## config.mk

```make
export PLATFORM = sky130hd
export DESIGN_NAME = reg_file_8x8
export DESIGN_NICKNAME = d
export VERILOG_FILES = /design/src/rtl/reg_file_pkg.sv /design/src/rtl/reg_file_8x8_gp_register.sv /design/src/rtl/reg_file_8x8.sv
export SDC_FILE = /design/constraint.sdc
export NUM_CORES = 1
export LEC_CHECK = 0
export CORE_ASPECT_RATIO = 1.4
export CORE_MARGIN = 1
export CORE_UTILIZATION = 60
export CTS_BUF_LIST = sky130_fd_sc_hd__clkbuf_16
export DETAILED_ROUTE_END_ITERATION = 16
export HOLD_SLACK_MARGIN = 0.05
export PLACE_DENSITY = 0.77
export REMOVE_ABC_BUFFERS = 1
export SLEW_MARGIN = 20
export SYNTH_ARGS = -nofsm -noshare
export SYNTH_HDL_FRONTEND = slang
export SYNTH_HIERARCHICAL = 1
export SYNTH_SLANG_ARGS = --single-unit
```

## constraint.sdc

```tcl
create_clock -name clk -period 3.1 [get_ports clk]
set_clock_uncertainty 0.2 [all_clocks]
set_input_delay 0.465 -clock clk [delete_from_list [all_inputs] [get_ports clk]]
set_output_delay 0.465 -clock clk [all_outputs]
set_load 0.01 [all_outputs]
```

## src/rtl/reg_file_pkg.sv

```systemverilog
// Shared function-select and read-select codes for the reg_file_8x8 datapath register file.
package reg_file_pkg;

  localparam logic [1:0] FS_CLR  = 2'b00;
  localparam logic [1:0] FS_LOAD = 2'b01;
  localparam logic [1:0] FS_DEC  = 2'b10;
  localparam logic [1:0] FS_INC  = 2'b11;

  localparam logic [2:0] SEL_T1 = 3'b000;
  localparam logic [2:0] SEL_T2 = 3'b001;
  localparam logic [2:0] SEL_T3 = 3'b010;
  localparam logic [2:0] SEL_T4 = 3'b011;
  localparam logic [2:0] SEL_R1 = 3'b100;
  localparam logic [2:0] SEL_R2 = 3'b101;
  localparam logic [2:0] SEL_R3 = 3'b110;
  localparam logic [2:0] SEL_R4 = 3'b111;

endpackage

```

## src/rtl/reg_file_8x8_gp_register.sv

```systemverilog
// Single general-purpose register with clear/load/decrement/increment.
// Define REG_FILE_SAT_EN to make increment/decrement saturate instead of wrap.
module gp_register
  import reg_file_pkg::*;
#(
  parameter int WIDTH = 8
) (
  input  logic             clk,
  input  logic             rst,
  input  logic             enable,
  input  logic [1:0]       funsel,
  input  logic [WIDTH-1:0] load,
  output logic [WIDTH-1:0] q
);

  logic [WIDTH-1:0] q_next;

  always_comb begin
    q_next = q;
    unique case (funsel)
      FS_CLR:  q_next = '0;
      FS_LOAD: q_next = load;
`ifdef REG_FILE_SAT_EN
      FS_DEC:  q_next = (q == '0) ? q : q - 1'b1;
      FS_INC:  q_next = (q == '1) ? q : q + 1'b1;
`else
      FS_DEC:  q_next = q - 1'b1;
      FS_INC:  q_next = q + 1'b1;
`endif
      default: q_next = q;
    endcase
  end

  always_ff @(posedge clk or posedge rst) begin
    if (rst)
      q <= '0;
    else if (enable)
      q <= q_next;
  end

endmodule

```

## src/rtl/reg_file_8x8.sv

```systemverilog
// Register file: R1-R4 and T1-T4 with shared function select and two combinational read ports.
// Optional saturating arithmetic via REG_FILE_SAT_EN (see gp_register).
module reg_file_8x8
  import reg_file_pkg::*;
#(
  parameter int WIDTH = 8
) (
  input  logic             clk,
  input  logic             rst,
  input  logic [WIDTH-1:0] load,
  input  logic [1:0]       funsel,
  input  logic [3:0]       rsel,
  input  logic [3:0]       tsel,
  input  logic [2:0]       o1sel,
  input  logic [2:0]       o2sel,
  output logic [WIDTH-1:0] o1,
  output logic [WIDTH-1:0] o2
);

  // Registers are stored in read-code order (T1..T4, R1..R4) so a port select indexes directly.
  logic [7:0]       en;
  logic [WIDTH-1:0] regs [8];

  assign en = {rsel[0], rsel[1], rsel[2], rsel[3], tsel[0], tsel[1], tsel[2], tsel[3]};

  for (genvar g = 0; g < 8; g++) begin : g_reg
    gp_register #(.WIDTH(WIDTH)) u_reg (
      .clk    (clk),
      .rst    (rst),
      .enable (en[g]),
      .funsel (funsel),
      .load   (load),
      .q      (regs[g])
    );
  end

  always_comb begin
    o1 = '0;
    unique case (o1sel)
      SEL_T1: o1 = regs[0];
      SEL_T2: o1 = regs[1];
      SEL_T3: o1 = regs[2];
      SEL_T4: o1 = regs[3];
      SEL_R1: o1 = regs[4];
      SEL_R2: o1 = regs[5];
      SEL_R3: o1 = regs[6];
      SEL_R4: o1 = regs[7];
      default: o1 = '0;
    endcase
  end

  always_comb begin
    o2 = '0;
    unique case (o2sel)
      SEL_T1: o2 = regs[0];
      SEL_T2: o2 = regs[1];
      SEL_T3: o2 = regs[2];
      SEL_T4: o2 = regs[3];
      SEL_R1: o2 = regs[4];
      SEL_R2: o2 = regs[5];
      SEL_R3: o2 = regs[6];
      SEL_R4: o2 = regs[7];
      default: o2 = '0;
    endcase
  end

endmodule

```

Word-level counts from Yosys, hierarchy flattened:

Index checks and enable logic that the tools add are counted.

* $add $sub $neg: 16
* eq/ne operators: 17
* mux-type cells: 10
* reductions and logical operators: 3

Operator list (count)
* 8-bit case mux with 4 select lines: 8
* 8-bit case mux with 8 select lines: 2
* 8-bit by 1-bit adder with 8-bit output, second input constant: 8
* 8-bit by 1-bit subtractor with 8-bit output, second input constant: 8
* 3-bit equality test, second input constant: 8
* 3-bit by 2-bit equality test with 1-bit output, second input constant: 4
* 3-bit by 1-bit equality test with 1-bit output, second input constant: 2
* 3-bit zero test: 2
* 2-bit equality test, second input constant: 2
* 2-bit by 1-bit equality test with 1-bit output, second input constant: 1
* 2-bit zero test: 1

* bits in registers: 64
* input port bits: 26
* output and inout port bits: 16
* logic and storage cells: 54

Depth between registers and ports, before layout:

Gate-level depths: netlist of the first run.

* word-level depth: 2
* mapped depth: 8
* gate-level depth less buffers: 8

Modules after synthesis:

Netlist of the first run, hierarchy kept.

By module, submodules not included
* gp_register at g_reg[0].u_reg ...: times used 7, cells each 86, area an instance 706.9 sq um, sequential area each 200.2 sq um
* reg_file_8x8: times used 1, cells each 155, area an instance 1088.5 sq um, sequential area each 0.0 sq um
* gp_register at g_reg[7].u_reg: times used 1, cells each 89, area an instance 695.7 sq um, sequential area each 200.2 sq um

Worst setup path after synthesis of the first run:

OpenSTA, ideal clock, no wires.

* path kind: input -> register
* start: in funsel[1]
* end: reg g_reg[1].u_reg.q[4]
* setup time: 0.137 ns
* arrival time: 1.834 ns
* required time: 2.763 ns
* setup slack: 0.929 ns
* cell stages on the path: 7
* cells stage by stage: nand2_1 > ha_1 > nor2b_1 > o21a_1 > or3_1 > a32oi_1 > a21oi_1

* word-level cells in the longest chain between the ends: 2
* elaborated cells between the ends (all ways): 5

Ends and longest elaborated chain
* start: declaration: line reg_file_8x8.sv:11 `input logic [1:0] funsel,`
* 2-bit equality test, or another cell as far along: line reg_file_8x8_gp_register.sv:20 `unique case (funsel)`
* 8-bit case mux with 4 select lines (*): line reg_file_8x8_gp_register.sv:20
* end signal: assignment: line reg_file_8x8_gp_register.sv:38 `q <= q_next;`
* end: declaration: line reg_file_8x8_gp_register.sv:13 `output logic [WIDTH-1:0] q`

Every way passes the cells marked *; elsewhere a longest branch is shown, timed or not.
A chain may end at the register's enable or synchronous reset.

Worst setup path after layout of the first run:

* start: in o1sel[1]
* end: out o1[0]

* word-level cells in the longest chain between the ends: 2
* elaborated cells between the ends (all ways): 9

Ends and longest elaborated chain
* start: declaration: line reg_file_8x8.sv:14 `input logic [2:0] o1sel,`
* 3-bit equality test, or another cell as far along: line reg_file_8x8.sv:39 `unique case (o1sel)`
* 8-bit case mux with 8 select lines (*): line reg_file_8x8.sv:39
* end: declaration: line reg_file_8x8.sv:16 `output logic [WIDTH-1:0] o1,`

Marked as above.

==> metrics.md, run 1 <==
| Metric | Value |
|---|---|
| Total die area | `~12000 um2` |
| Layout cell share with drive strength beyond 1 | `approximately 8.5%` |
| Routability cong. | `about 1` |
| DRT iter0 DRCs | `slightly below 600` |
| Dpl hpwl | `approximately 16000 um` |
| Final setup fails | `0` |
| Reg clk slew, reported paths | `about 60 ps` |
| Hold path cells | `3` |
| Worst setup path class | `in2out` |
| EDFF count, synth | `0` |
| H-tree depth | `3` |
| Largest net degree at the start of global routing | `33` |
| Total power | `4640 uW` |
| Reg area | `between 1500 and 2000 um2` |
| Starting Density | `roughly three fifths` |
| Max-slew violations | `0` |
| Post-synthesis register bit count | `64` |
| Final ANT Viol Nets | `0` |
| Per-cell routed wire length | `between 20 and 25 um` |
| Hold crit path type | `in2reg` |
| DP Area | `~7500 um2` |
| Grt ovf | `0` |
| Worst setup SP type | `primary input` |
| Vias in the first global route | `roughly 6800` |
| Slew HR | `a little over half` |
| Post-route clock period utilization | `between 90 and 100%` |
| RSZ-0062 raised after global routing | `yes` |
| Reg-to-reg startpoint | `g_reg[1].u_reg/q[2]` |
| CTS buffer count | `9` |
| Outcome | `completed` |
| Most flops, register | `g.u_reg/q` |
| First-pass GRT wire length | `roughly 34000 um` |
| Final instance area | `7840 um2` |
| Peak supply drop | `roughly 0.34 mV` |
| Final min period | `about 3100 ps` |
| Core Rows | `45` |
| Largest register FFs | `64` |
| R2r endpoint | `g_reg[1].u_reg/q[4]` |
| Reg2Reg Depth | `6` |
| GRT Total Usage | `between 30% and 40%` |
| CP bufs+invs | `4` |
| Port Buffer Count | `41` |
| Max-cap violations | `0` |
| CP Capture Type | `primary output` |
| Cell area after synthesis | `around 6700 um2` |
| Nets | `about 1000` |
| Synthesized instance count | `between 800 and 900` |
| Clock sinks | `between 60 and 70` |
| Hold EP | `g_reg[5].u_reg/q[1]` |
| Number of distinct library cells after synthesis | `49` |
| Sequential area share after synthesis | `a little under a quarter` |
| Initial antenna violation count | `0` |
| TritonCTS clock tree | `yes` |
| Setup TNS | `0 ps` |
| Worst skew pair latency | `340 ps` |
| Biggest regs | `g.u_reg/q (64)` |
| Layout area overhead | `16.4%` |
| Crit-path cells | `clkdlybuf4s50_1 -> buf_12 -> nand2b_1 -> buf_4 -> o22ai_1 -> o22a_1 -> clkdlybuf4s50_1` |
| Most used cell, CP | `clkdlybuf4s50_1` |
| First drt pass iteration count | `5` |
| Data required, critical path | `2430 ps` |
| Worst Path Max Fanout | `22` |
| Fmax | `0.326 GHz` |
| Slowest cell on the critical path | `clkdlybuf4s50_1` |
| Reg2Reg Setup Slack | `a little under 1000 ps` |
| Ports | `42` |
| Ys Warns | `6` |
| Clock root buffer | `clkbuf_16` |
| Via density | `between 6 and 7` |
| Die Span X | `roughly 92 um` |
| Final hold viol count | `0` |
| Die height | `~130 um` |
| Worst-margin pin slew | `approximately 700 ps` |
| HP Start | `funsel[1]` |
| PwrDens | `around 600 nW/um2` |
| Multi-input gate area | `slightly below 5000 um2` |
| Lkg Pwr | `0.00342 uW` |
| Final WL | `21400 um` |
| Worst Path Arrival | `about 2400 ps` |
| Crit-path max cell delay | `approximately 540 ps` |
| Avg Cell Area, Syn | `7.96 um2` |
| Clock buffer depth | `2` |
| CP top delay family | `buffers and inverters` |
| ANT cells | `0` |
| Synth async-reset ratio | `100%` |
| Filler instances | `866` |
| Core Footprint | `10900 um2` |
| Ys flop type | `dfrtp_1` |
| DR DRC count | `0` |
| Via count | `~7100` |
==> final cells by class <==
cell class                      instances  area share [%]
Clock buffer                            9            2.87
Clock inverter                          6           0.670
Inverter                               45            2.15
Multi-Input combinational cell        699            61.8
Sequential cell                        64            20.4
Tap cell                              141            2.25
Timing Repair Buffer                   81            9.78
==> layout by cell type, fill, tap and decap left out, types with 7 or more instances in the layout <==
| master | instances |
|---|---|
| clkbuf_16 | 9 |
| xor2_1 | 16 |
| nor2_1 | 78 |
| o311ai_0 | 7 |
| inv_1 | 45 |
| a21oi_1 | 78 |
| dlymetal6s2s_1 | 8 |
| o22ai_1 | 7 |
| clkdlybuf4s50_1 | 30 |
| dfrtp_1 | 64 |
| nor2b_1 | 26 |
| o21a_1 | 15 |
| a2bb2oi_1 | 15 |
| o211ai_1 | 14 |
| o21ai_0 | 24 |
| nand3b_1 | 18 |
| ha_1 | 56 |
| a22oi_1 | 26 |
| a31oi_1 | 19 |
| nand4_1 | 7 |
| and3_1 | 8 |
| or3_1 | 15 |
| nor3_1 | 26 |
| nand2b_1 | 30 |
| buf_4 | 36 |
| a211oi_1 | 10 |
| mux2i_1 | 32 |
| nand2_1 | 65 |
| nand4b_1 | 14 |
| o31a_2 | 7 |
| xnor2_1 | 8 |
| a32oi_1 | 9 |
| fa_1 | 8 |
| o22a_1 | 8 |
| nand3_1 | 27 |
==> power breakdown <==
part	total [uW]	internal (uW)	switching, uW
Sequential	1450	1040	405
Clock	982	607	375
Combinational	2210	1020	1180
==> per-stage QoR <==
stage,instances,util [%],hold slack [ps],setup WS (ps)
2_1_floorplan,808,-,80.7,942
3_3_place_gp,1026,68.6,376,-183
3_5_place_dp,1026,68.6,389,-159
4_1_cts,1041,71.4,387,-18.6
5_1_grt,1045,72.1,419,-1.91
6_report,1045,72.1,389,31.2
==> cell families after synthesis <==
group / Yosys count / share of synthesized area, %
xor+xnor: 24 / 3.12
compound gates: 253 / 24.9
buf+inv: 83 / 5.02
flops: 64 / 23.8
fa+ha+maj: 64 / 12.8
mux: 37 / 5.98
simple gates: 321 / 24.4
==> per-layer routing <==
layer | GRT usage (%) | part of all wire (%)
met4 | 21.9 | 6.4
met5 | 0 | 0
met3 | 6.55 | 7.4
met1 | 45.8 | 39
met2 | 61.6 | 47
==> how the worst max path moves through the flow <==
stage                    from                   to  slack [ps]  cells after the start
floorplan           funsel[1]  g_reg[1].u_reg/q[4]         940                      7
global placement     o2sel[2]                o2[6]        -180                      6
detailed placement   o2sel[2]                o2[6]        -160                      6
CTS                  o2sel[2]                o2[4]         -20                      7
global route         o1sel[1]                o1[0]          -2                      8
finish               o1sel[1]                o1[0]          30                      7
==> synthesized netlist by cell type (15+ instances only) <==
master | instances | share of area, %
or3_1 | 16 | 1.5
inv_1 | 44 | 2.5
nor2b_1 | 26 | 2.4
nor3_1 | 26 | 1.9
mux2i_1 | 32 | 4.8
a21oi_1 | 80 | 5.9
o21a_1 | 15 | 1.7
ha_1 | 56 | 10
xor2_1 | 16 | 2.1
a22oi_1 | 26 | 2.9
nand3_1 | 27 | 2.0
a2bb2oi_1 | 15 | 2.0
o21ai_0 | 24 | 1.8
nand3b_1 | 18 | 2.0
dfrtp_1 | 64 | 24
nor2_1 | 79 | 4.4
nand2b_1 | 31 | 2.9
nand2_1 | 66 | 3.7
a31oi_1 | 20 | 1.9
clkbuf_1 | 27 | 1.5
==> worst register-to-register path: stages, from the launching register on <==
cell and delay [ps]:
dfrtp_1 420, ha_1 370, nor2b_1 150, o21a_1 200, or3_1 310, a32oi_1 230, a21oi_1 100
==> what timing repair did <==
item / 4_1_cts / 5_1_grt
hold buffers: 0 / 0
pin swaps: 1 / 2
buffers inserted: 0 / 4
endpoints found under the setup margin: 12 / 15
gates resized for setup: 7 / 15
Power figures use the tool's default switching activity.
==> run 2: changes to the inputs <==
Settings changed: SETUP_SLACK_MARGIN set to 0.5.
==> metrics.md, run 2 (synthesis results as in run 1) <==
| Metric | Value |
|---|---|
| Worst setup path class | `in2out` |
| Worst skew pair latency | `between 300 and 400 ps` |
| CTS Hold Bufs | `0` |
| Final Util | `approximately three quarters` |
| Most common cell after layout, fill and taps aside | `a21oi_1` |
| Final min period | `about 2600 ps` |
| Grt ovf | `0` |
| Core Footprint | `10900 um2` |
| DR DRC count | `0` |
| Hold crit path type | `in2reg` |
| Ports | `between 40 and 50` |
| DRT iter0 DRCs | `approximately 640` |
| First drt pass iteration count | `5` |
| Starting Density | `between 60% and 70%` |
| Routability cong. | `about 0.98` |
| TritonCTS clock tree | `yes` |
| Slew HR | `a little over half` |
| Worst Path Arrival | `about 1900 ps` |
| Clock buffer depth | `2` |
| Final hold viol count | `0` |
| Largest net degree at the start of global routing | `33` |
| Post-route clock period utilization | `between 80 and 90%` |
| Clock root buffer | `clkbuf_16` |
| Max-slew violations | `0` |
| Total die area | `approximately 12000 um2` |
| Final ANT Viol Nets | `0` |
| Final setup fails | `0` |
| Data required, critical path | `2430 ps` |
| Worst-margin pin slew | `688 ps` |
| H-tree depth | `3` |
| Worst Path Max Fanout | `11` |
| Lkg Pwr | `around 0.0035 uW` |
| GRT Total Usage | `between 30% and 40%` |
| Vias in the first global route | `6948` |
| Per-cell routed wire length | `roughly 20 um` |
| Layout cell share with drive strength beyond 1 | `approximately 11%` |
| Core Rows | `45` |
| Nets | `between 1000 and 1500` |
| DP Worst Slack | `-159 ps` |
| Dpl hpwl | `roughly 16000 um` |
| CTS buffer count | `9` |
| Via density | `6.77` |
| PwrDens | `just under 600 nW/um2` |
| Port Buffer Count | `just over 40` |
| Outcome | `completed` |
| Reg clk slew, reported paths | `60 ps` |
| Biggest regs | `g.u_reg/q (64)` |
| ANT cells | `0` |
| Layout area overhead | `18.0%` |
| Via count | `between 7000 and 8000` |
| CP Capture Type | `primary output` |
| Most flops, register | `g.u_reg/q` |
| Peak supply drop | `approximately 0.34 mV` |
| Worst setup SP type | `primary input` |
| RSZ-0062 raised after global routing | `yes` |
| First-pass GRT wire length | `about 35000 um` |
| Final WL | `roughly 22000 um` |
| PnR worst setup slack | `522 ps` |
| Fmax | `~0.39 GHz` |
| Die Span X | `roughly 92 um` |
| Initial antenna violation count | `0` |
| Die height | `127 um` |
| Commonest cells after routing, fill and taps aside | `a21oi_1 (80), nor2_1 (77), dfrtp_1 (63)` |
| Largest register FFs | `between 60 and 70` |
| Max-cap violations | `0` |
| Clock sinks | `between 60 and 70` |
## run 2: changes by cell type in the layout (fill, tap and decap cells not counted), moves of 3 or more
cell and change:
o22ai_2 +3, nand2_2 +3, nand2_1 -3, o22ai_1 -3
clkdlybuf4s50_1 -13, dlymetal6s2s_1 -8, nand2b_1 -3, buf_4 +10
dlygate4sd2_1 +15
## run 2: critical path: stages
cell and delay (ps):
clkdlybuf4s15_2 220, buf_12 160, buf_4 130, mux2_1 330, a31oi_1 180, a21oi_1 110
dlygate4sd2_1 300
## run 2: repair_timing
action / CTS / global route
resized for setup: 43 / 16
pin swaps: 1 / 4
buffers inserted: 10 / 4
gates cloned: 1 / 0
endpoints found under the setup margin: 16 / 32
## run 2: stage by stage
step	power [uW]	hold slack [ps]	cells	setup TNS [ps]	cell area, um2
finish	4640	394	1056	0	7950
global route	4940	412	1056	0	7950
CTS	4580	387	1052	0	7900
detailed placement	3570	389	1026	-379	7450
global placement	3490	376	1026	-319	7450
floorplan	2810	80.7	808	0	6560
## run 2: routing by layer
metal  GRT usage, %  up-vias  share of wire [%]
li1               -     3268                  -
met1           46.4     3385                 39
met2           62.4      401                 47
met3           6.01       98                7.7
met4           23.7        0                6.2
met5              0        -                  0
## run 2: final cells by class
type                            instances  area (um2)
Multi-Input combinational cell        699        4900
Fill cell                             844        2920
Sequential cell                        64        1600
Timing Repair Buffer                   92         825
Clock buffer                            9         225
Tap cell                              141         176
Inverter                               45         169
Clock inverter                          6        52.6
## run 2: power breakdown
part	internal, uW	switching (uW)	leakage [uW]
Sequential	1050	406	0.000756
Combinational	1010	1200	0.00256
Clock	607	376	0.000144
Total	2660	1980	0.00346
## run 2: path summary, 6_finish.rpt
path | depth (start not counted) | endpoint | startpoint | slack [ps]
hold / removal | 3 | g_reg[5].u_reg/q[1] | funsel[1] | 390
min in group asynchronous | 2 | g_reg[5].u_reg/q[3] | rst | 550
setup reg to reg | 6 | g_reg[2].u_reg/q[4] | g_reg[2].u_reg/q[2] | 980
max in group asynchronous | 2 | g_reg[6].u_reg/q[6] | rst | 1850
hold reg to reg | 2 | g_reg[1].u_reg/q[2] | g_reg[1].u_reg/q[2] | 400
setup / recovery | 7 | o1[3] | o1sel[1] | 520
==> run 3: changes to the inputs <==
Settings changed: CORE_UTILIZATION 60 to 56, PLACE_DENSITY 0.77 to 0.75.
Clock period 3.1 ns to 2.17 ns, I/O delays scaled along.
==> metrics.md, run 3 <==
| Metric | Value |
|---|---|
| Post-synthesis register bit count | `64` |
| Cell area after synthesis | `6730 um2` |
| Die height | `around 130 um` |
| Clock sinks | `64` |
| Routability cong. | `approximately 1.0` |
| Exit stage | `global routing (5_1_grt)` |
| Synthesized instance count | `around 850` |
| DP Worst Slack | `-740 ps` |
| Sequential area share after synthesis | `between 20% and 30%` |
| EDFF count, synth | `0` |
| Ys Warns | `6` |
| CTS Hold Bufs | `0` |
| Starting Density | `between 50% and 60%` |
| Worst endpoint, post-GRT repair | `o2[6]` |
| Synth async-reset ratio | `100%` |
| Clock root buffer | `clkbuf_16` |
| Die Span X | `between 90 and 100 um` |
| Post-synth top cells | `a21oi_1 (80), nor2_1 (79), nand2_1 (66)` |
| Clock buffer depth | `2` |
| Number of distinct library cells after synthesis | `just under 50` |
| Ys flop type | `dfrtp_1` |
| Avg Cell Area, Syn | `7.96 um2` |
| Largest net degree at the start of global routing | `24` |
| Most frequent cell after synthesis | `a21oi_1` |
| Err | `[ERROR DPL-0038] Utilization greater than 100%, impossible to legalize` |
| CTS buffer count | `9` |
| Worst endpoint type | `primary output` |
| H-tree depth | `3` |
| Core Rows | `47` |
| Outcome | `did not finish` |
| Port Buffer Count | `41` |
| Cell type with the highest aggregate area in the netlist | `dfrtp_1` |
| Dpl hpwl | `~19000 um` |
| Top cell type's share of synthesized area | `roughly a quarter` |
| Ports | `42` |
| Top cells by area, synth | `dfrtp_1 (24%), ha_1 (10%), a21oi_1 (5.9%)` |
==> run 3: kinds of logic after synthesis <==
family                   Yosys count  share of synthesized area (%)
AO/OA/AOI/OAI                    253                           24.9
multiplexers                      37                           5.98
flip-flops                        64                           23.8
adder cells (fa/ha/maj)           64                           12.8
XOR/XNOR                          24                           3.12
buffers and inverters             83                           5.02
AND/OR/NAND/NOR                  321                           24.4
==> run 3: metrics by stage <==
step                instance area [um2]  setup TNS [ps]  cells  util [%]  hold slack [ps]
floorplan                          6560               0    808         -            -58.8
detailed placement                 8480          -18540   1170      72.1              372
global placement                   8480          -16200   1170      72.1              372
CTS                               10600               0   1252      90.2              278
==> run 3: timing repair <==
item	CTS
buffers inserted	64
gates cloned	3
resized for setup	401
endpoints found under the setup margin	69
pin swaps	154
==> run 4: changes to the inputs <==
Settings changed: CORE_ASPECT_RATIO 1.4 to unset, CORE_UTILIZATION 56 to 40, CTS_BUF_LIST sky130_fd_sc_hd__clkbuf_16 to unset, HOLD_SLACK_MARGIN 0.05 to unset, PLACE_DENSITY 0.75 to unset, PLACE_DENSITY_LB_ADDON set to 0.15, SETUP_SLACK_MARGIN 0.5 to unset.
Clock period 2.17 ns to 2.82 ns, I/O delays scaled along.
==> metrics.md, run 4 (synthesis results as in run 1) <==
| Metric | Value |
|---|---|
| Outcome | `completed` |
| Ports | `between 40 and 50` |
| Fmax | `approximately 0.36 GHz` |
| Most flops, register | `g.u_reg/q` |
| DR DRC count | `0` |
| Final ANT Viol Nets | `0` |
| Launch point of the worst path | `o2sel[0]` |
| Layout area overhead | `19.8%` |
| Starting Density | `40.7%` |
| Worst setup path class | `in2out` |
| Share of power burned in registers | `31.7%` |
| Largest net degree at the start of global routing | `31` |
| Dpl hpwl | `approximately 16000 um` |
| Nets | `a little over 1000` |
| CP Capture Type | `primary output` |
| Total die area | `between 15000 and 20000 um2` |
| DRT iter0 DRCs | `about 500` |
| Lkg Pwr | `around 0.0035 uW` |
| Grt ovf | `0` |
| PnR worst setup slack | `13.8 ps` |
| Worst setup SP type | `primary input` |
| CTS buffer count | `9` |
| Final min period | `about 2800 ps` |
| DR top layer | `met4` |
| Initial antenna violation count | `0` |
| Most common cell after layout, fill and taps aside | `a21oi_1` |
| Setup TNS | `0 ps` |
| Reg clk slew, reported paths | `approximately 50 ps` |
| Metal2 WL | `about 10000 um` |
| Final WL | `about 22000 um` |
| Final hold viol count | `0` |
| First-pass GRT wire length | `~35000 um` |
| Via density | `slightly below 6` |
| Worst Path Max Fanout | `13` |
| Worst Path Arrival | `approximately 2200 ps` |
| P_int | `approximately 2800 uW` |
| Layout cell share with drive strength beyond 1 | `around a tenth` |
| WL met3 | `about 1200 um` |
| Worst-margin pin slew | `around 760 ps` |
| Per-cell routed wire length | `approximately 19 um` |
| Core Footprint | `16500 um2` |
| Port Buffer Count | `roughly 40` |
| Data required, critical path | `roughly 2200 ps` |
| First drt pass iteration count | `5` |
| Core Rows | `47` |
| Hold crit path type | `in2reg` |
| Via count | `6734` |
| Largest register FFs | `64` |
| Clock buffer depth | `2` |
| Clock root buffer | `clkbuf_16` |
| HP Start | `funsel[1]` |
| Peak supply drop | `0.316 mV` |
| Clock sinks | `between 60 and 70` |
| DP Worst Slack | `-293 ps` |
| Final setup fails | `0` |
| PwrDens | `616 nW/um2` |
| Clock share of power | `between 20% and 30%` |
| Commonest cells after routing, fill and taps aside | `a21oi_1 (79), nor2_1 (78), nand2_1 (66)` |
| Worst skew pair latency | `350 ps` |
| Post-route clock period utilization | `between 90% and 100%` |
| Vias in the first global route | `between 6000 and 7000` |
| Max-cap violations | `0` |
| ANT cells | `0` |
| TritonCTS clock tree | `yes` |
| Net Switching | `between 2000 and 2500 uW` |
| CTS Hold Bufs | `0` |
| Sw Ratio | `around 43%` |
| Gate power share | `48.2%` |
| Die height | `132 um` |
| GRT Total Usage | `around a quarter` |
| H-tree depth | `3` |
| Slew HR | `49.1%` |
| Biggest regs | `g.u_reg/q (64)` |
| Reg-to-reg startpoint | `g_reg[3].u_reg/q[2]` |
| Met1 Routed Length | `10500 um` |
| Routability cong. | `slightly above 0.9` |
| Max-slew violations | `0` |
| Die Span X | `132 um` |
==> run 4: timing repair <==
action / CTS / global route
setup endpoints to repair: 16 / 7
cloned: 0 / 1
pin swaps: 4 / 2
hold endpoints to repair: 0 / 0
gates resized for setup: 24 / 6
buffers inserted: 0 / 5
==> run 4: path summary, 6_finish.rpt <==
kind	endpoint	slack, ps	depth (start not counted)
setup / recovery	o2[0]	10	6
max in group asynchronous	g_reg[4].u_reg/q[7]	1520	2
setup reg to reg	g_reg[3].u_reg/q[4]	720	6
min in group asynchronous	g_reg[5].u_reg/q[0]	580	2
hold / removal	g_reg[6].u_reg/q[1]	330	3
hold reg to reg	g_reg[6].u_reg/q[5]	380	2
==> run 4: layout make-up <==
cell class	count	area, um2
Timing Repair Buffer	103	953
Tap cell	220	275
Clock inverter	2	10.0
Fill cell	1620	8460
Sequential cell	64	1600
Clock buffer	11	233
Multi-Input combinational cell	699	4830
Inverter	45	169
==> run 4: metrics by stage <==
step                      area (um2)  util [%]  std cells  hold slack (ps)  power [uW]
after floorplan                 6560         -        808             38.7        3090
after global placement          7740      46.8       1125              364        3950
after detailed placement        7740      46.8       1125              373        3970
after CTS                       7990      48.3       1138              328        4960
after global routing            8070      48.8       1144              372        5360
final                           8070      48.8       1144              334        4970
==> run 4: power groups by stage <==
stage	combinational, uW	clock, uW	sequential, uW
after floorplan	1710	0	1380
after global routing	2700	1060	1600
after detailed placement	2400	0	1570
final	2400	998	1570
after CTS	2380	1020	1560
after global placement	2370	0	1580
==> run 4: per-layer routing <==
metal / vias to the layer above / track usage (%)
met2: 189 / 40.8
met1: 3234 / 36.4
met4: 0 / 7.62
met3: 30 / 4.84
met5: - / 0
li1: 3281 / -
==> run 4: critical path: stages <==
cell and delay, ps:
clkdlybuf4s50_1 510, buf_12 160, mux4_2 530, a21oi_1 170
nor2_1 100, dlygate4sd2_1 290
